<file path="config.mk">
export PLATFORM = sky130hd
export DESIGN_NAME = fp_mul_sched_flat
export DESIGN_NICKNAME = d
export VERILOG_FILES = /design/src/rtl/fp_mul_sched_pkg.sv /design/src/rtl/fp_mul_sched_if.sv /design/src/rtl/fp_mul_sched_rr_arbiter.sv /design/src/rtl/fp_mul_sched.sv /design/src/flat_wrapper.sv
export SDC_FILE = /design/constraint.sdc
export NUM_CORES = 1
export LEC_CHECK = 0
export CORE_AREA = 2 2 158 160
export CTS_BUF_LIST = sky130_fd_sc_hd__clkbuf_8
export CTS_CLUSTER_DIAMETER = 150
export DETAILED_ROUTE_END_ITERATION = 7
export DIE_AREA = 0 0 160 162
export GPL_ROUTABILITY_DRIVEN = 0
export GPL_TIMING_DRIVEN = 0
export MAX_ROUTING_LAYER = met4
export PLACE_DENSITY = 0.68
export REMOVE_ABC_BUFFERS = 1
export SLEW_MARGIN = 15
export SYNTH_ARGS = -nofsm -noshare
export SYNTH_HDL_FRONTEND = slang
export SYNTH_SLANG_ARGS = --single-unit
</file>
<file path="constraint.sdc">
create_clock -name clk -period 3.6 [get_ports clk]
set_input_delay 0.54 -clock clk [delete_from_list [all_inputs] [get_ports clk]]
set_output_delay 0.54 -clock clk [all_outputs]
set_load 0.03 [all_outputs]
</file>
<file path="src/rtl/fp_mul_sched_pkg.sv">
// fp_mul_sched_pkg: shared state encoding and IEEE-754 single-precision field constants.
package fp_mul_sched_pkg;
  typedef enum logic [1:0] {IDLE, WAIT, RESP} state_t;
  localparam int FP_W = 32;
  localparam int SIGN_BIT = 31;
  localparam int EXP_MSB = 30;
  localparam int EXP_LSB = 23;
  localparam int MAN_W = 23;
endpackage

</file>
<file path="src/rtl/fp_mul_sched_if.sv">
// fp_mul_sched_if: requester handshakes plus the shared-multiplier operand/product bus.
interface fp_mul_sched_if #(parameter int N_REQ = 4) ();
  import fp_mul_sched_pkg::*;
  logic [N_REQ-1:0] req_valid;
  logic [N_REQ*FP_W-1:0] req_a;
  logic [N_REQ*FP_W-1:0] req_b;
  logic [N_REQ-1:0] req_ready;
  logic [N_REQ-1:0] resp_valid;
  logic [N_REQ-1:0] resp_ready;
  logic [FP_W-1:0] resp_data;
  logic [FP_W-1:0] mul_a;
  logic [FP_W-1:0] mul_b;
  logic [FP_W-1:0] mul_p;
  logic busy;
  modport master (
    output req_valid, req_a, req_b, resp_ready, mul_p,
    input req_ready, resp_valid, resp_data, mul_a, mul_b, busy
  );
  modport slave (
    input req_valid, req_a, req_b, resp_ready, mul_p,
    output req_ready, resp_valid, resp_data, mul_a, mul_b, busy
  );
endinterface

</file>
<file path="src/rtl/fp_mul_sched_rr_arbiter.sv">
// rr_arbiter: picks the first set request after last_grant, wrapping modulo N_REQ.
module rr_arbiter #(
  parameter int N_REQ = 4,
  localparam int IW = $clog2(N_REQ)
) (
  input  logic [N_REQ-1:0] req,
  input  logic [IW-1:0]    last_grant,
  output logic [N_REQ-1:0] gnt,
  output logic [IW-1:0]    idx,
  output logic             any
);
  // Scan farthest-first so the nearest requester after last_grant overwrites the rest.
  always_comb begin
    gnt = '0;
    idx = '0;
    any = 1'b0;
    for (int k = N_REQ; k >= 1; k--) begin
      if (req[(int'(last_grant) + k) % N_REQ]) begin
        idx = IW'((int'(last_grant) + k) % N_REQ);
        gnt = N_REQ'(1) << ((int'(last_grant) + k) % N_REQ);
        any = 1'b1;
      end
    end
  end
endmodule

</file>
<file path="src/rtl/fp_mul_sched.sv">
// fp_mul_sched: round-robin sharing of one external combinational FP32 multiplier.
module fp_mul_sched
  import fp_mul_sched_pkg::*;
#(
  parameter int N_REQ = 4,
  parameter int MUL_LAT = 1
) (
  input logic clk,
  input logic rst_n,
  fp_mul_sched_if.slave bus
);
  localparam int IW = $clog2(N_REQ);
  localparam int CW = MUL_LAT > 1 ? $clog2(MUL_LAT) : 1;
  state_t state;
  logic [FP_W-1:0] op_a, op_b, res;
  logic [CW-1:0] cnt;
  logic [IW-1:0] grant_idx, last_grant, idx;
  logic [N_REQ-1:0] gnt;
  logic any;
  rr_arbiter #(.N_REQ(N_REQ)) arb (
    .req(bus.req_valid),
    .last_grant(last_grant),
    .gnt(gnt),
    .idx(idx),
    .any(any)
  );
  assign bus.req_ready = state == IDLE ? gnt : '0;
  assign bus.resp_valid = state == RESP ? N_REQ'(1) << grant_idx : '0;
  assign bus.resp_data = res;
  // op_a/op_b only change on acceptance, so the multiplier inputs hold outside WAIT.
  assign bus.mul_a = op_a;
  assign bus.mul_b = op_b;
  assign bus.busy = state != IDLE;
  always_ff @(posedge clk or negedge rst_n) begin
    if (!rst_n) begin
      state <= IDLE;
      last_grant <= IW'(N_REQ - 1);
      grant_idx <= '0;
      op_a <= '0;
      op_b <= '0;
      res <= '0;
      cnt <= '0;
    end else if (state == IDLE && any) begin
      op_a <= bus.req_a[int'(idx)*FP_W +: FP_W];
      op_b <= bus.req_b[int'(idx)*FP_W +: FP_W];
      grant_idx <= idx;
      last_grant <= idx;
      cnt <= '0;
      state <= WAIT;
    end else if (state == WAIT) begin
      cnt <= cnt + 1'b1;
      if (cnt == CW'(MUL_LAT - 1)) begin
        res <= bus.mul_p;
        state <= RESP;
      end
    end else if (state == RESP && bus.resp_ready[grant_idx]) begin
      state <= IDLE;
    end
  end
endmodule

</file>
<file path="src/flat_wrapper.sv">
// flat-port wrapper written by rule: the top's interface ports become plain ports
module fp_mul_sched_flat import fp_mul_sched_pkg::*;
#(
  parameter int N_REQ = 4,
  parameter int MUL_LAT = 1
)
  (clk, rst_n, bus_req_valid, bus_req_a, bus_req_b, bus_resp_ready, bus_mul_p, bus_req_ready, bus_resp_valid, bus_resp_data, bus_mul_a, bus_mul_b, bus_busy);
  fp_mul_sched_if #(.N_REQ(N_REQ)) bus_i ();
  input logic clk;
  input logic rst_n;
  input wire logic [$bits(bus_i.req_valid)-1:0] bus_req_valid;
  input wire logic [$bits(bus_i.req_a)-1:0] bus_req_a;
  input wire logic [$bits(bus_i.req_b)-1:0] bus_req_b;
  input wire logic [$bits(bus_i.resp_ready)-1:0] bus_resp_ready;
  input wire logic [$bits(bus_i.mul_p)-1:0] bus_mul_p;
  output wire logic [$bits(bus_i.req_ready)-1:0] bus_req_ready;
  output wire logic [$bits(bus_i.resp_valid)-1:0] bus_resp_valid;
  output wire logic [$bits(bus_i.resp_data)-1:0] bus_resp_data;
  output wire logic [$bits(bus_i.mul_a)-1:0] bus_mul_a;
  output wire logic [$bits(bus_i.mul_b)-1:0] bus_mul_b;
  output wire logic [$bits(bus_i.busy)-1:0] bus_busy;
  assign bus_i.req_valid = bus_req_valid;
  assign bus_i.req_a = bus_req_a;
  assign bus_i.req_b = bus_req_b;
  assign bus_i.resp_ready = bus_resp_ready;
  assign bus_i.mul_p = bus_mul_p;
  assign bus_req_ready = bus_i.req_ready;
  assign bus_resp_valid = bus_i.resp_valid;
  assign bus_resp_data = bus_i.resp_data;
  assign bus_mul_a = bus_i.mul_a;
  assign bus_mul_b = bus_i.mul_b;
  assign bus_busy = bus_i.busy;
  fp_mul_sched #(.N_REQ(N_REQ), .MUL_LAT(MUL_LAT)) u_core (.clk(clk), .rst_n(rst_n), .bus(bus_i));
endmodule
</file>
* Yosys cells after proc, flatten, opt, wreduce, memory -nomap -nowiden
Cells that the tools add are included.
Storage, ports and cells: bits in registers 103, input port bits 298, output and inout bits 105, word-level logic and storage cells 79
Cells by class: add/subtract/negate cells 5, magnitude comparators 5, eq/ne operators 3, shifts and indexed selects 7, multiplexer cells 34, bitwise logic cells 6, reduce and logical (&&, ||, !) cells 12
Operators by type and width (number):
- 128-bit by 8-bit indexed part select with 32-bit output | 2
- 1-bit by 32-bit left shift with 4-bit output (first input constant) | 4
- 4-bit two-way mux | 6
- 3-bit by 4-bit less-than comparator with 1-bit output (second input constant) | 4
- 2-bit two-way mux | 8
- 1-bit two-way mux | 15
- 1-bit binary-select mux with 2-bit select | 5
- 2-bit OR reduction | 4
- 2-bit by 1-bit adder with 2-bit output (second input constant) | 2
- 2-bit adder (second input constant) | 2
- 1-bit bitwise AND (first input constant) | 4
- 2-bit nonzero test | 2
- 1-bit by 2-bit left shift with 4-bit output (first input constant) | 1
- 2-bit by 3-bit less-than comparator with 1-bit output (second input constant) | 1
- 3-bit != test (second input constant) | 1
- 3-bit AND reduction | 1
- 3-bit nonzero test | 1
- 2-bit by 1-bit == test with 1-bit output (second input constant) | 1
- 2-bit == test (second input constant) | 1
- 1-bit logical AND | 2
- 2-bit zero test | 1
- 1-bit inverter | 2
- 2-bit AND reduction | 1
- 1-bit adder (second input constant) | 1

* Longest topological paths before layout
Gate-level depths: netlist (run 1).
depth after elaboration 13, gate-level depth with buffers 13, depth with buffers taken out 8

* Modules after synthesis
Synthesis (run 1) repeated with hierarchy kept, for this count alone.
Second synthesis, totals: cell total of the unflattened synthesis 385, area total of the unflattened synthesis 5990.7 um2
Modules (own cells, without submodules):
- fp_mul_sched | times used 1, cells each 315, area an instance 5480.3 um2, seq. area each 2580.0 um2
- rr_arbiter | times used 1, cells each 70, area an instance 510.5 um2, seq. area each 0.0 um2

* Worst setup path before layout (run 1)
No wires, ideal clock.
path kind register -> output, start register u_core.last_grant[1], end output port bus_req_ready[1], data arrival time 3040 ps, data required time 3060 ps, setup slack 20 ps, cell stages (with the launch flop) 9, buffers on the path 2, cell sequence dfstp_2 clkbuf_1 inv_1 ha_1 buf_2 mux4_2 nor3_2 a221oi_1 o32ai_1
On the way: cells in the longest elaborated chain, start to end 9, elaborated cells on any way between the ends 33, those cells by class add/sub (4); shift (4); mux (17); bitwise (4); reduce/logical (4)
RTL lines:
- start: declaration | line fp_mul_sched.sv:17 | logic [IW-1:0] grant_idx, last_grant, idx;
- start signal: assignment | line fp_mul_sched.sv:37 | last_grant <= IW'(N_REQ - 1);
- start signal: assignment | line fp_mul_sched.sv:47 | last_grant <= idx;
- 2-bit by 1-bit adder with 2-bit output | line fp_mul_sched_rr_arbiter.sv:18, fp_mul_sched_rr_arbiter.sv:20
- 1-bit binary-select mux with 2-bit select / 2-bit OR reduction (equally long branches)
- 1-bit two-way mux (not written as such) / 1-bit bitwise AND (equally long branches)
- 1-bit two-way mux (not written as such) / 1-bit by 32-bit left shift with 4-bit output (equally long branches) | line fp_mul_sched_rr_arbiter.sv:18, fp_mul_sched_rr_arbiter.sv:20
- 4-bit two-way mux (3 in series) | line fp_mul_sched_rr_arbiter.sv:18 | if (req[(int'(last_grant) + k) % N_REQ]) begin
- 4-bit two-way mux (*) | line fp_mul_sched_rr_arbiter.sv:18
- 4-bit two-way mux (*) | line fp_mul_sched.sv:27 | assign bus.req_ready = state == IDLE ? gnt : '0;
- end: declaration | line flat_wrapper.sv:16 | output wire logic [$bits(bus_i.req_ready)-1:0] bus_req_ready;
Mark *: on every way between the ends. The rest lies on a longest branch, timed or not. The select of a mux whose other input is x is not followed.

* Worst setup path after layout (run 1)
start register u_core.last_grant[0], end output port bus_req_ready[2]
The elaborated chain is that of the path after synthesis.

==> results of run 1 <==
layer usage:
metal  wire (µm)  share of wire  GRT usage
met4         650          0.024     0.0627
met2       12900           0.47      0.346
met3        2220          0.082     0.0485
met1       11400           0.42      0.257
met5           0              0          -
power breakdown:
| group | switching (µW) | internal (µW) | total [µW] |
|---|---|---|---|
| sequential | 52.8 | 1250 | 1300 |
| clock | 498 | 347 | 845 |
| combinational | 603 | 608 | 1210 |
worst max path at each step:
stage / startpoint / to / slack [ns] / cells past startpoint
CTS: u_core.last_grant[0]$_DFFE_PN1P_ / u_core.bus.mul_a[23]$_DFFE_PN0P_ / 0.002 / 9
finish: u_core.last_grant[0]$_DFFE_PN1P_ / bus_req_ready[2] / 0.12 / 7
floorplan: bus_req_valid[1] / u_core.bus.mul_b[27]$_DFFE_PN0P_ / -3.92 / 6
global route: u_core.last_grant[0]$_DFFE_PN1P_ / bus_req_ready[1] / -0.03 / 7
global placement: bus_req_valid[1] / u_core.bus.mul_b[6]$_DFFE_PN0P_ / -12.26 / 6
detailed placement: u_core.last_grant[0]$_DFFE_PN1P_ / u_core.bus.mul_a[21]$_DFFE_PN0P_ / -0.73 / 10
kinds of logic (layout without fill, tap and decap cells):
family                   count (synthesis)  in the layout
AND/OR/NAND/NOR                        169            171
adder cells (fa/ha/maj)                  5              5
multiplexers                            45             45
flip-flops                             103            103
buffers and inverters                   74            451
other                                    0              2
AO/OA/AOI/OAI                          284            285
placed cells by master, fill, tap and decap left out, types with 5 or more instances in the layout:
master	netlist	routed
clkdlybuf4s50_1	0	397
dfrtp_1	101	101
a211oi_1	100	100
nand2_1	76	75
nor2_1	71	71
a21oi_1	67	67
a21boi_0	63	63
mux2_2	36	36
a211oi_2	28	28
buf_4	7	11
clkbuf_8	0	9
o21ai_0	8	8
inv_1	7	6
buf_6	2	5
layout make-up:
class | count | area, µm²
fill | 2330 | 13000
tap | 324 | 405
clock inverter | 7 | 97.6
antenna | 2 | 5.00
multi-input combinational | 506 | 3520
inverter | 7 | 30.0
clock buffer | 9 | 124
timing repair buffer | 428 | 4340
sequential | 103 | 2580
cells in the mapped netlist (all sizes together):
master   instances  area share
nor2            71       0.042
a221oi           4      0.0055
nor4bb           2      0.0032
a211o            1      0.0014
o31ai            1      0.0012
o2111a           1      0.0018
clkbuf          31       0.019
o21ai            8      0.0063
nor3b            1      0.0012
and2             2      0.0020
and4             1      0.0014
and3             1     0.00099
o32ai            5      0.0081
a211oi         128        0.17
o22a             2      0.0028
buf             36       0.033
nor4b            1      0.0014
o211a            1      0.0016
inv              7      0.0041
nand3            4      0.0032
nor3             4      0.0047
mux4             3       0.011
nand2b           3      0.0030
dfstp            2      0.0083
o21bai           2      0.0024
a21oi           67       0.053
ha               5      0.0099
mux2            36       0.064
nor4             2      0.0020
a21boi          63       0.075
nand2           77       0.046
o2bb2ai          1      0.0014
mux2i            6      0.0095
dfrtp          101        0.40
state kept, by name, indices dropped and copies added (netlist names):
register              cells
u_core.last_grant         2
u_core.bus.mul_a         32
u_core.grant_idx          2
u_core.bus.resp_data     32
u_core.state              2
u_core.bus.mul_b         32
u_core.cnt                1
stage by stage:
| step | hold WS [ns] | setup slack (ns) | instances | area, µm² |
|---|---|---|---|---|
| 2_1_floorplan | 0.244 | -3.92 | 613 | 6020 |
| 5_1_grt | 0.531 | -0.0332 | 1386 | 11100 |
| 6_report | 0.515 | 0.121 | 1386 | 11100 |
| 3_3_place_gp | 0.458 | -12.26 | 1339 | 10400 |
| 4_1_cts | 0.520 | 0.00215 | 1382 | 11100 |
| 3_5_place_dp | 0.446 | -0.725 | 1357 | 10800 |
timing repair:
item                                    in CTS  in global routing
resized for setup                           26                  5
pin swaps                                    3                  1
hold buffers                                 1                  0
gates cloned                                 3                  0
endpoints found under the setup margin      68                 61
endpoints found under the hold margin        8                  0
setup buffers                                5                  2
==> summary.md, run 1 <==
| Metric | Value |
|---|---|
| Die Ht | `162 µm` |
| Total number of vias | `7,032` |
| Tightest Pin Transition | `0.897 ns` |
| Hold_sp | `u_core.bus.resp_data[15]$_DFFE_PN0P_` |
| Flop2flop setup slack | `0.21 ns` |
| IO Port Bufs | `402` |
| CP Cell Sequence | `clkinvlp_4 -> ha_4 -> mux4_2 -> nor3_4 -> a221oi_1 -> o32ai_1 -> buf_2` |
| CP bufs+invs | `2` |
| Layout net count | `1,358` |
| Xor/xnor share of the synthesized area | `0` |
| Detailed Route Iter0 Violations | `286` |
| Hold worst-path end | `u_core.bus.resp_data[15]$_DFFE_PN0P_` |
| Syn_area_per_cell | `9.33 µm²` |
| Via density | `5.07` |
| Max-cap viol count | `0` |
| Mux cell area share after synthesis | `0.0840` |
| Setup violations, final | `0` |
| Die footprint | `0.0259 mm²` |
| Critical Path Sink Type | `primary output` |
| All-Layer GR Usage | `0.210` |
| Leak pwr | `0.00431 µW` |
| H-tree depth | `3` |
| Minimum clock period | `3.48 ns` |
| Cell variety after synth | `42` |
| Critical R2R Capture | `u_core.bus.mul_b[6]$_DFFE_PN0P_` |
| Overall routed net length | `27.2 mm` |
| Post-DP HPWL | `19.5 mm` |
| Max rail drop VDD | `139 µV` |
| Die width | `160 µm` |
| TritonRoute pass-1 iters | `4` |
| Synthesized-area fraction occupied by ao, oa, aoi and oai cells | `0.333` |
| Period utilization | `0.966` |
| Vias in the first global route | `7,082` |
| Crit-path slowest cell | `dfstp_4` |
| Pwr dens | `302 mW/mm²` |
| Post-DR wirelength/cell | `19.6 µm` |
| CP peak stage delay | `0.73 ns` |
| Largest net degree at the start of global routing | `75` |
| Crit path max-delay family | `flip-flops` |
| Worst reg2reg startpoint | `u_core.last_grant[0]$_DFFE_PN1P_` |
| CTS root buffer | `clkbuf_8` |
| Ports | `403` |
| Clk slew on worst S/H paths | `0.12 ns` |
| Req. time, crit path | `3.06 ns` |
| Reg2reg path depth | `10` |
| First-pass GRT wire length | `41.0 mm` |
| Largest family of logic cells by synthesized area | `compound AO/OA/AOI/OAI gates` |
| Worst hold-check path type | `reg2reg` |
| Initial antenna violation count | `2` |
| Gr ovfl total | `0` |
| Initial core utilization | `0.263` |
| Final hold violations | `0` |
| Antenna Nets Post-Route | `0` |
| Power Total | `3360 µW` |
| Clk_lat worst skew | `0.40 ns` |
| Peak Freq | `0.287 GHz` |
| Warnings from Yosys | `0` |
| Crit path kind | `reg2out` |
| Gate Count Post-Synth | `680` |
| CORE AREA | `0.0241 mm²` |
| RSZ-0062 raised after global routing | `true` |
| Sequential-to-total area share from yosys stat | `0.407` |
| Synth Register Bits | `103` |
| Cts bufs inserted | `9` |
| Status | `complete, no violations` |
| Area Growth Syn to Fin | `75.0%` |
| Final Max Tran Viols | `0` |
| Arrival time at the worst endpoint | `2.94 ns` |
| Post-Synth Simple-Gate Area | `0.111` |
| CTS Sinks | `103` |
| CTS tree | `built` |
| Final Skew | `0.0257 ns` |
| Hold depth | `1` |
| Deepest clock path buffer count | `2` |
| Final Core Density | `0.461` |
| Mapped Area | `0.00635 mm²` |
| Max-slew headroom | `0.399` |
| Startpoint type of the worst setup path | `register` |
| Worst Path Max Fanout | `11` |
| Post-synthesis adder-cell area fraction | `0.00986` |
| Row count | `57` |
| Final setup TNS | `0 ns` |
| Layout cells sized above 1 | `0.124` |
| # DRC | `0` |
Power figures use the tool's default switching activity.
==> run 2: changes to the inputs <==
- CORE_AREA: 2 2 158 160 -> 2 2 155 157
- DIE_AREA: 0 0 160 162 -> 0 0 157 159
- SYNTH_HIERARCHICAL: not set -> 1
==> summary.md, run 2 <==
| Metric | Value |
|---|---|
| Status | `complete, no violations (unchanged)` |
| Max-cap viol count | `0 (unchanged)` |
| Via density | `4.62 (was 5.07)` |
| Die Ht | `159 µm (was 162 µm)` |
| All-Layer GR Usage | `0.184 (was 0.210)` |
| Crit path kind | `reg2reg (was reg2out)` |
| Hold slack | `0.101 ns (was 0.515 ns)` |
| Total number of vias | `5,165 (was 7,032)` |
| Cts bufs inserted | `9 (unchanged)` |
| Commonest non-fill, non-tap cells in the layout | `clkdlybuf4s50_1 (397), mux2_2 (104), dfrtp_1 (101) (was clkdlybuf4s50_1 (397), dfrtp_1 (101), a211oi_1 (100))` |
| CP bufs+invs | `5 (was 2)` |
| Startpoint type of the worst setup path | `register (unchanged)` |
| Antenna Nets Post-Route | `0 (unchanged)` |
| CTS root buffer | `clkbuf_8 (unchanged)` |
| Count leader, synth | `mux2_2 (was dfrtp_1)` |
| Post-synth EDFFs | `0 (unchanged)` |
| Detailed Route Iter0 Violations | `240 (was 286)` |
| Clk slew on worst S/H paths | `0.12 ns (about the same)` |
| Minimum clock period | `3.54 ns (was 3.48 ns)` |
| Area leader, netlist | `dfrtp_1 (unchanged)` |
| Tightest Pin Transition | `0.787 ns (was 0.897 ns)` |
| CP peak stage delay | `0.64 ns (was 0.73 ns)` |
| H-tree depth | `3 (unchanged)` |
| IO Port Bufs | `402 (unchanged)` |
| Met1 usage | `0.203 (was 0.257)` |
| Vias in the first global route | `5,638 (was 7,082)` |
| Overall routed net length | `22.1 mm (was 27.2 mm)` |
| Leak pwr | `0.00409 µW (was 0.00431 µW)` |
| Peak Freq | `0.282 GHz (was 0.287 GHz)` |
| CP Cell Sequence | `inv_1 -> ha_4 -> mux2_2 -> a21oi_1 -> o21ai_1 -> a221oi_4 -> buf_4 -> buf_8 -> buf_12 -> buf_8 -> mux4_2 -> mux2_2 (was clkinvlp_4 -> ha_4 -> mux4_2 -> nor3_4 -> a221oi_1 -> o32ai_1 -> buf_2)` |
| Busiest grt layer | `met2 (unchanged)` |
| Placed Cells | `1,092 (was 1,357)` |
| Synth top area share | `0.422 (was 0.398)` |
| CORE AREA | `0.0232 mm² (was 0.0241 mm²)` |
| Initial antenna violation count | `2 (unchanged)` |
| Sequential-to-total area share from yosys stat | `0.431 (was 0.407)` |
| Pwr dens | `929 mW/mm² (was 302 mW/mm²)` |
| TritonRoute pass-1 iters | `4 (unchanged)` |
| CTS Sinks | `103 (unchanged)` |
| RSZ-0062 raised after global routing | `true (unchanged)` |
| Die footprint | `0.0250 mm² (was 0.0259 mm²)` |
| Cell variety after synth | `38 (was 42)` |
| Syn_area_per_cell | `15.6 µm² (was 9.33 µm²)` |
| Req. time, crit path | `3.86 ns (was 3.06 ns)` |
| Ys flop type | `dfrtp_1 (unchanged)` |
| Post-CTS Hold Fix Bufs | `0 (was 1)` |
| Crit path max-delay family | `multiplexers (was flip-flops)` |
| GRT met3 Usage | `0.0621 (was 0.0485)` |
| Post-synth ARST share | `1.00 (unchanged)` |
| Final Max Tran Viols | `0 (unchanged)` |
| Ports | `403 (unchanged)` |
| Final Core Density | `0.464 (was 0.461)` |
| Final hold violations | `0 (unchanged)` |
| First-pass GRT wire length | `33.4 mm (was 41.0 mm)` |
| Period utilization | `0.985 (was 0.966)` |
| Worst hold-check path type | `in2async (was reg2reg)` |
| Gate Count Post-Synth | `385 (was 680)` |
| Synth area leaders | `dfrtp_1 (42%), mux4_2 (24%), mux2_2 (20%) (was dfrtp_1 (40%), a211oi_1 (12%), a21boi_0 (7.5%))` |
| Final Skew | `0.0123 ns (was 0.0257 ns)` |
| GRT met2 Usage | `0.322 (was 0.346)` |
| Max-slew headroom | `0.474 (was 0.399)` |
| Gr ovfl total | `0 (unchanged)` |
| Post-synth top cells | `mux2_2 (104), dfrtp_1 (101), mux4_2 (65) (was dfrtp_1 (101), a211oi_1 (100), nand2_1 (76))` |
| # DRC | `0 (unchanged)` |
| Largest net degree at the start of global routing | `57 (was 75)` |
| Initial core utilization | `0.258 (was 0.263)` |
| Clk_lat worst skew | `0.38 ns (was 0.40 ns)` |
| Worst Path Max Fanout | `10 (was 11)` |
| Warnings from Yosys | `6 (was 0)` |
| Mapped Area | `0.00599 mm² (was 0.00635 mm²)` |
| Arrival time at the worst endpoint | `3.81 ns (was 2.94 ns)` |
| Deepest clock path buffer count | `2 (unchanged)` |
| Post-DR wirelength/cell | `19.8 µm (was 19.6 µm)` |
| Crit-path slowest cell | `dfstp_4 (unchanged)` |
| Critical Path Sink Type | `register (was primary output)` |
| Layout net count | `1,095 (was 1,358)` |
| Layout cells sized above 1 | `0.285 (was 0.124)` |
| CTS tree | `built (unchanged)` |
| Die width | `157 µm (was 160 µm)` |
| Row count | `56 (was 57)` |
| Area Growth Syn to Fin | `79.7% (was 75.0%)` |
| Max rail drop VDD | `552 µV (was 139 µV)` |
| Synth Register Bits | `103 (unchanged)` |
| Setup violations, final | `0 (unchanged)` |
| Commonest non-fill, non-tap cell in the layout | `clkdlybuf4s50_1 (unchanged)` |
| Post-DP HPWL | `18.3 mm (was 19.5 mm)` |
| Post-Layout Cell Count | `1,117 (was 1,386)` |
-- run 2: changes by cell type in the layout (fill, tap and decap cells not counted), sizes merged, moves of 61 or more --
| cell | before | now |
|---|---|---|
| mux4 | 3 | 65 |
| nand2 | 77 | 3 |
| a21boi | 63 | 0 |
| a211oi | 128 | 3 |
| mux2 | 36 | 104 |
| a21oi | 67 | 6 |
| nor2 | 71 | 6 |
-- run 2: routing by layer --
| metal | vias to the layer above | share of wire |
|---|---|---|
| met2 | 243 | 0.52 |
| li1 | 2330 | - |
| met3 | 17 | 0.094 |
| met1 | 2575 | 0.37 |
| met4 | 0 | 0.012 |
| met5 | - | 0 |
-- run 2: layout make-up --
| class | count | area [µm²] |
|---|---|---|
| clock buffers | 9 | 124 |
| fillers | 2124 | 12400 |
| diodes | 2 | 5.00 |
| multi-input cells | 243 | 3220 |
| repair buffers | 428 | 4340 |
| flip-flops and latches | 103 | 2590 |
| well taps | 319 | 399 |
| inverters | 6 | 27.5 |
| clock inverters | 7 | 66.3 |
-- run 2: where the power goes --
part	leakage (µW)	switching, µW	total (µW)	internal [µW]
logic	0.00279	3290	7110	3830
clock network	0.0000949	467	735	268
registers	0.00120	356	2150	1800
total	0.00409	4110	10000	5890
-- run 2: cell families (layout without fill, tap and decap cells) --
group	Yosys count	in the layout	synth area share
and+or+nand+nor	30	30	0.0330
adders and majority gates	6	6	0.0125
other	0	2	0
buffers and inverters	39	450	0.0399
muxes	175	175	0.450
AOI/OAI and AO/OA	32	32	0.0340
DFF	103	103	0.431
-- run 2: what timing repair did --
item                       4_1_cts  5_1_grt
gates resized for setup         16       10
setup buffers                    7        0
pin swaps                        2        0
setup endpoints to repair       68       31
-- run 2: worst paths after layout --
kind / from / end / slack (ns) / depth (start not counted)
worst max-delay path: u_core/last_grant[1]$_DFFE_PN1P_ / u_core/bus.mul_a[25]$_DFFE_PN0P_ / 0.06 / 12
worst min-delay path: rst_n / u_core/bus.resp_data[8]$_DFFE_PN0P_ / 0.10 / 1
worst max register to register: u_core/last_grant[1]$_DFFE_PN1P_ / u_core/bus.mul_a[25]$_DFFE_PN0P_ / 0.06 / 12
worst min register to register: u_core/bus.resp_data[3]$_DFFE_PN0P_ / u_core/bus.resp_data[3]$_DFFE_PN0P_ / 0.51 / 1
max in group asynchronous: rst_n / u_core/bus.mul_a[21]$_DFFE_PN0P_ / 2.83 / 2
min in group clk: u_core/bus.resp_data[3]$_DFFE_PN0P_ / u_core/bus.resp_data[3]$_DFFE_PN0P_ / 0.51 / 1
-- run 2: metrics by stage --
stage | cell area (µm²) | TNS [ns] | worst slack [ns] | power [µW]
after detailed placement | 10500 | -54.75 | -1.07 | 9150
after CTS | 10800 | 0 | 0.00379 | 10100
after floorplan | 5770 | -540.38 | -8.17 | 5850
after global routing | 10800 | -2.19 | -0.107 | 10600
final | 10800 | 0 | 0.0551 | 10000
after global placement | 10200 | -1062.82 | -12.61 | 7540
==> run 3: changes to the inputs <==
- CTS_BUF_LIST: sky130_fd_sc_hd__clkbuf_8 -> sky130_fd_sc_hd__clkbuf_4
- SKIP_LAST_GASP: not set -> 1
==> summary.md, run 3 (same netlist as run 2, synthesis figures left out) <==
| Metric | Value |
|---|---|
| Initial core utilization | `0.258 (unchanged)` |
| Die Ht | `159 µm (unchanged)` |
| Worst hold-check path type | `reg2reg (was in2async)` |
| Setup violations, final | `0 (unchanged)` |
| Commonest non-fill, non-tap cells in the layout | `clkdlybuf4s50_1 (397), mux2_2 (104), dfrtp_1 (101) (unchanged)` |
| Clk_lat worst skew | `0.47 ns (was 0.38 ns)` |
| CORE AREA | `0.0232 mm² (unchanged)` |
| Req. time, crit path | `3.97 ns (was 3.86 ns)` |
| Cell-internal power | `5740 µW (was 5890 µW)` |
| Row count | `56 (unchanged)` |
| Tightest Pin Transition | `0.776 ns (was 0.787 ns)` |
| Layout cells sized above 1 | `0.282 (was 0.285)` |
| Fin area | `0.0107 mm² (was 0.0108 mm²)` |
| Total number of vias | `5,173 (was 5,165)` |
| Max rail drop VDD | `392 µV (was 552 µV)` |
| Pwr dens | `917 mW/mm² (was 929 mW/mm²)` |
| Clk slew on worst S/H paths | `0.18 ns (was 0.12 ns)` |
| Peak Freq | `0.284 GHz (was 0.282 GHz)` |
| Vias in the first global route | `5,626 (was 5,638)` |
| Detailed Route Iter0 Violations | `196 (was 240)` |
| Layout net count | `1,093 (was 1,095)` |
| Max-slew headroom | `0.481 (was 0.474)` |
| Antenna Nets Post-Route | `0 (unchanged)` |
| Period utilization | `0.980 (was 0.985)` |
| Initial antenna violation count | `3 (was 2)` |
| Worst Path Max Fanout | `16 (was 10)` |
| Combinational power share | `0.719 (was 0.711)` |
| Arrival time at the worst endpoint | `3.90 ns (was 3.81 ns)` |
| Via density | `4.64 (was 4.62)` |
| Overall routed net length | `22.2 mm (was 22.1 mm)` |
| Clk pwr share | `0.062 (was 0.073)` |
| All-Layer GR Usage | `0.184 (about the same)` |
| Final Max Tran Viols | `0 (unchanged)` |
| Reg power frac | `0.219 (was 0.215)` |
| # DRC | `0 (unchanged)` |
| Critical Path Sink Type | `register (unchanged)` |
| Placed cell area | `0.0105 mm² (unchanged)` |
| Final hold violations | `0 (unchanged)` |
| First-pass GRT wire length | `33.4 mm (about the same)` |
| Sw frac | `0.416 (was 0.411)` |
| Ports | `403 (unchanged)` |
| Leak pwr | `0.00406 µW (was 0.00409 µW)` |
| Fillers | `2,125 (was 2,124)` |
| Power Total | `9830 µW (was 10,000 µW)` |
| Max-cap viol count | `0 (unchanged)` |
| Commonest non-fill, non-tap cell in the layout | `clkdlybuf4s50_1 (unchanged)` |
| Post-DP HPWL | `18.3 mm (unchanged)` |
| Sw power | `4090 µW (was 4110 µW)` |
| CTS root buffer | `clkbuf_4 (was clkbuf_8)` |
| CTS Sinks | `103 (unchanged)` |
| Hold slack | `0.527 ns (was 0.101 ns)` |
| Die width | `157 µm (unchanged)` |
| Crit path kind | `reg2reg (unchanged)` |
| Flop2flop setup slack | `0.07 ns (was 0.06 ns)` |
| Startpoint type of the worst setup path | `register (unchanged)` |
| Gr ovfl total | `0 (unchanged)` |
| CTS tree | `built (unchanged)` |
| Post-DR wirelength/cell | `19.9 µm (was 19.8 µm)` |
| Deepest clock path buffer count | `2 (unchanged)` |
| RSZ-0062 raised after global routing | `true (unchanged)` |
| Die footprint | `0.0250 mm² (unchanged)` |
| Final setup TNS | `0 ns (unchanged)` |
| Area Growth Syn to Fin | `78.9% (was 79.7%)` |
| Largest net degree at the start of global routing | `57 (unchanged)` |
| H-tree depth | `3 (unchanged)` |
| Cts bufs inserted | `9 (unchanged)` |
| Minimum clock period | `3.53 ns (was 3.54 ns)` |
| TritonRoute pass-1 iters | `4 (unchanged)` |
| Status | `complete, no violations (unchanged)` |
| IO Port Bufs | `402 (unchanged)` |
| Final Skew | `0.0171 ns (was 0.0123 ns)` |
## run 3: changes by cell type in the layout (fill, tap and decap cells not counted), sizes merged
cell	change
dlygate4sd3	+1
clkdlybuf4s15	+1
buf	-1
clkbuf	-3
diode	+1
## run 3: what timing repair did
| action | in CTS | in global routing |
|---|---|---|
| endpoints found under the setup margin | 68 | 31 |
| hold buffers | 1 | 0 |
| hold endpoints to repair | 50 | 0 |
| cloned | 0 | 0 |
| buffers inserted | 6 | 0 |
| resized for setup | 24 | 11 |
| pin swaps | 2 | 0 |
## run 3: final timing paths
check / startpoint / to / cells past startpoint
max: u_core/last_grant[1]$_DFFE_PN1P_ / u_core/bus.mul_b[25]$_DFFE_PN0P_ / 11
min: u_core/bus.resp_data[3]$_DFFE_PN0P_ / u_core/bus.resp_data[3]$_DFFE_PN0P_ / 1
max reg2reg: u_core/last_grant[1]$_DFFE_PN1P_ / u_core/bus.mul_b[25]$_DFFE_PN0P_ / 11
min reg2reg: u_core/bus.resp_data[3]$_DFFE_PN0P_ / u_core/bus.resp_data[3]$_DFFE_PN0P_ / 1
max in group asynchronous: rst_n / u_core/bus.mul_a[21]$_DFFE_PN0P_ / 3
min in group asynchronous: rst_n / u_core/bus.resp_data[8]$_DFFE_PN0P_ / 2
## run 3: metal layers
metal	track usage	part of all wire
met2	0.323	0.52
met3	0.0621	0.095
met4	0.0384	0.012
met1	0.202	0.37
met5	-	0
## run 3: area by class of cell
type | instances | area (µm²) | area share
inverter | 6 | 27.5 | 0.00257
clock buffer | 9 | 67.6 | 0.00630
sequential | 103 | 2590 | 0.241
timing repair buffer | 426 | 4330 | 0.404
multi-input combinational | 243 | 3240 | 0.302
antenna | 3 | 7.51 | 0.000700
tap | 319 | 399 | 0.0372
clock inverter | 7 | 66.3 | 0.00619
## run 3: power groups by stage
stage	combinational, µW	sequential, µW	clock (µW)
after floorplan	2590	3260	0
after global placement	5380	2170	0
after detailed placement	6930	2220	0
after CTS	7200	2160	663
after global routing	7510	2240	698
final	7070	2150	608
## run 3: worst max-delay path, stage by stage, from the launching register on
cell,delay (ns)
dfstp_4,0.66
inv_1,0.10
ha_4,0.32
mux2_2,0.39
a21oi_1,0.19
o32ai_1,0.15
a221oi_4,0.29
buf_6,0.16
buf_12,0.14
buf_12,0.18
mux4_2,0.54
mux2_2,0.28
## run 3: per-stage QoR
| stage | worst slack [ns] | util | instances |
|---|---|---|---|
| after floorplan | -8.17 | - | 352 |
| after global placement | -12.61 | 0.440 | 1073 |
| after detailed placement | -1.07 | 0.452 | 1092 |
| after CTS | -0.0104 | 0.463 | 1115 |
| after global routing | -0.0342 | 0.462 | 1116 |
| final | 0.0729 | 0.462 | 1116 |
==> RTL edit: new RTL, config.mk and constraints of run 2 <==
The 3 states of `state_t` get a one-hot encoding in 3 bits.
--- a/src/rtl/fp_mul_sched_pkg.sv
+++ b/src/rtl/fp_mul_sched_pkg.sv
@@ -1,6 +1,6 @@
 // fp_mul_sched_pkg: shared state encoding and IEEE-754 single-precision field constants.
 package fp_mul_sched_pkg;
-  typedef enum logic [1:0] {IDLE, WAIT, RESP} state_t;
+  typedef enum logic [2:0] {IDLE = 3'b001, WAIT = 3'b010, RESP = 3'b100} state_t;
   localparam int FP_W = 32;
   localparam int SIGN_BIT = 31;
   localparam int EXP_MSB = 30;
Behaviour: same outputs for any inputs over 4 cycles, from zero or initial values and one cycle with rst_n low; so few cycles prove little.
==> RTL edit against run 2 <==
- largest cell class unchanged
- synthesized area is 1.6% higher
- global-route usage is 0.45 points higher
- sequential cell count is 1 higher
- design area is 1.2% higher
- critical path depth is 4 lower
- synthesized cell count is 39% higher
- non-clock buffer count is 4 lower
- routed wire length is 5.1% higher
- worst setup slack better by 0.079 ns
Power is left out: it rests on default switching activity, and per cell area and clock period it moved more than threefold.
==> RTL edit: results (changes against run 2) <==
| Metric | Value |
|---|---|
| # H-tree levels | `3 (unchanged)` |
| Clock slew at reported path FFs | `0.10 ns (-0.02 ns)` |
| Nets | `1235 (+13%)` |
| Slew HR | `0.542 (+0.0681)` |
| Dpl cell area | `10600 sq um (+0.74%)` |
| Met2 GRT Util | `0.319 (-0.00359)` |
| Clock Path Buffers | `2 (unchanged)` |
| Synth Area in Adders | `0.0123 (-0.000198)` |
| Metal3 WL | `1.90 mm (-8.4%)` |
| CP Max Fanout | `5 (-5)` |
| Clock skew | `0.0180 ns (+0.00575 ns)` |
| Post-synthesis async set-or-reset flop share | `1.00 (unchanged)` |
| Reg2Reg Depth | `12 (unchanged)` |
| Avg WL per Cell | `18.5 um (-6.5%)` |
| Synth Flop Type | `dfrtp_1` |
| Vias in the first global route | `6068 (+7.6%)` |
| DP Worst Slack | `-1.06 ns (+0.0152 ns)` |
| Vias post-DR | `5823 (+13%)` |
| Mux cell area share after synthesis | `0.317 (-0.133)` |
| Synth-to-layout area growth | `78.9%` |
| Vias/cell | `4.64 (+0.34%)` |
| Clk_lat worst skew | `0.38 ns (about the same)` |
| Largest stage delay on the critical path | `0.64 ns (about the same)` |
| Mean Syn Cell Area | `11.3 sq um (-27%)` |
| CP delay by family, top | `flip-flops` |
| Register area share after synthesis | `0.428 (-0.00250)` |
| Ant. Diodes | `0 (-2)` |
| Xor/xnor cell area share of the yosys netlist | `0 (unchanged)` |
| CTS buffer count | `9 (unchanged)` |
| M1 WL | `9.08 mm (+9.8%)` |
| Yosys warning count | `6 (unchanged)` |
| Pre-antenna DRT Iters | `4 (unchanged)` |
| Layout fillers | `2196 (+3.4%)` |
| Status | `finished clean` |
| Synth Area in Compound Gates | `0.0368 (+0.00275)` |
| Distinct cells, synth | `40 (+5.3%)` |
| Top post-synthesis cells by area | `dfrtp_1 42%, mux4_2 24%, nand2_1 13%` |
| Met1 usage | `0.223 (+0.0206)` |
| Met2 WL | `11.8 mm (+2.6%)` |
| Arr. time, crit path | `2.93 ns (-0.88 ns)` |
| Total global-route track usage | `0.189 (+0.00455)` |
| Port buffer count | `402 (unchanged)` |
| Largest net degree at the start of global routing | `65 (+14%)` |
| Synth cell count leaders | `207 x nand2_1, 101 x dfrtp_1, 65 x mux4_2` |
| Initial antenna violation count | `0 (-2)` |
| Share of cells above drive strength 1 | `0.160 (-0.125)` |
| Global-route wire length before repair | `34.8 mm (+4.2%)` |
| CTS Root Cell | `clkbuf_8` |
| Post-DP HPWL | `18.5 mm (+1.4%)` |
| Drt initial violations | `302 (+26%)` |
| M3 GR Usage | `0.0493 (-0.0128)` |
| Worst min path class | `input pin to async pin` |
| Top-count cell post-synth | `nand2_1` |
[RTL edit: worst paths after layout]
check	slack [ns]	end	startpoint
worst min-delay path	0.07	u_core/bus.resp_data[1]	rst_n
max in group asynchronous	2.84	u_core/last_grant[0]	rst_n
worst min register to register	0.48	u_core/bus.mul_b[26]	u_core/bus.mul_b[26]
worst max-delay path	0.13	bus_req_ready[2]	u_core/last_grant[1]
min in group clk	0.48	u_core/bus.mul_b[26]	u_core/bus.mul_b[26]
worst max register to register	0.17	u_core/bus.mul_a[24]	u_core/last_grant[1]
[RTL edit: layout make-up]
class                      instances  share of cell area
clock inverter                     7             0.00827
clock buffer                       9              0.0114
timing repair buffer             424               0.401
multi-input combinational        386               0.301
sequential                       104               0.240
tap                              319              0.0366
inverter                           6             0.00230
[RTL edit: timing repair]
action                                  CTS  global route
endpoints found under the setup margin   68            41
gates cloned                              0             2
setup buffers                             7             0
pin swaps                                 2             1
gates resized for setup                   9            11
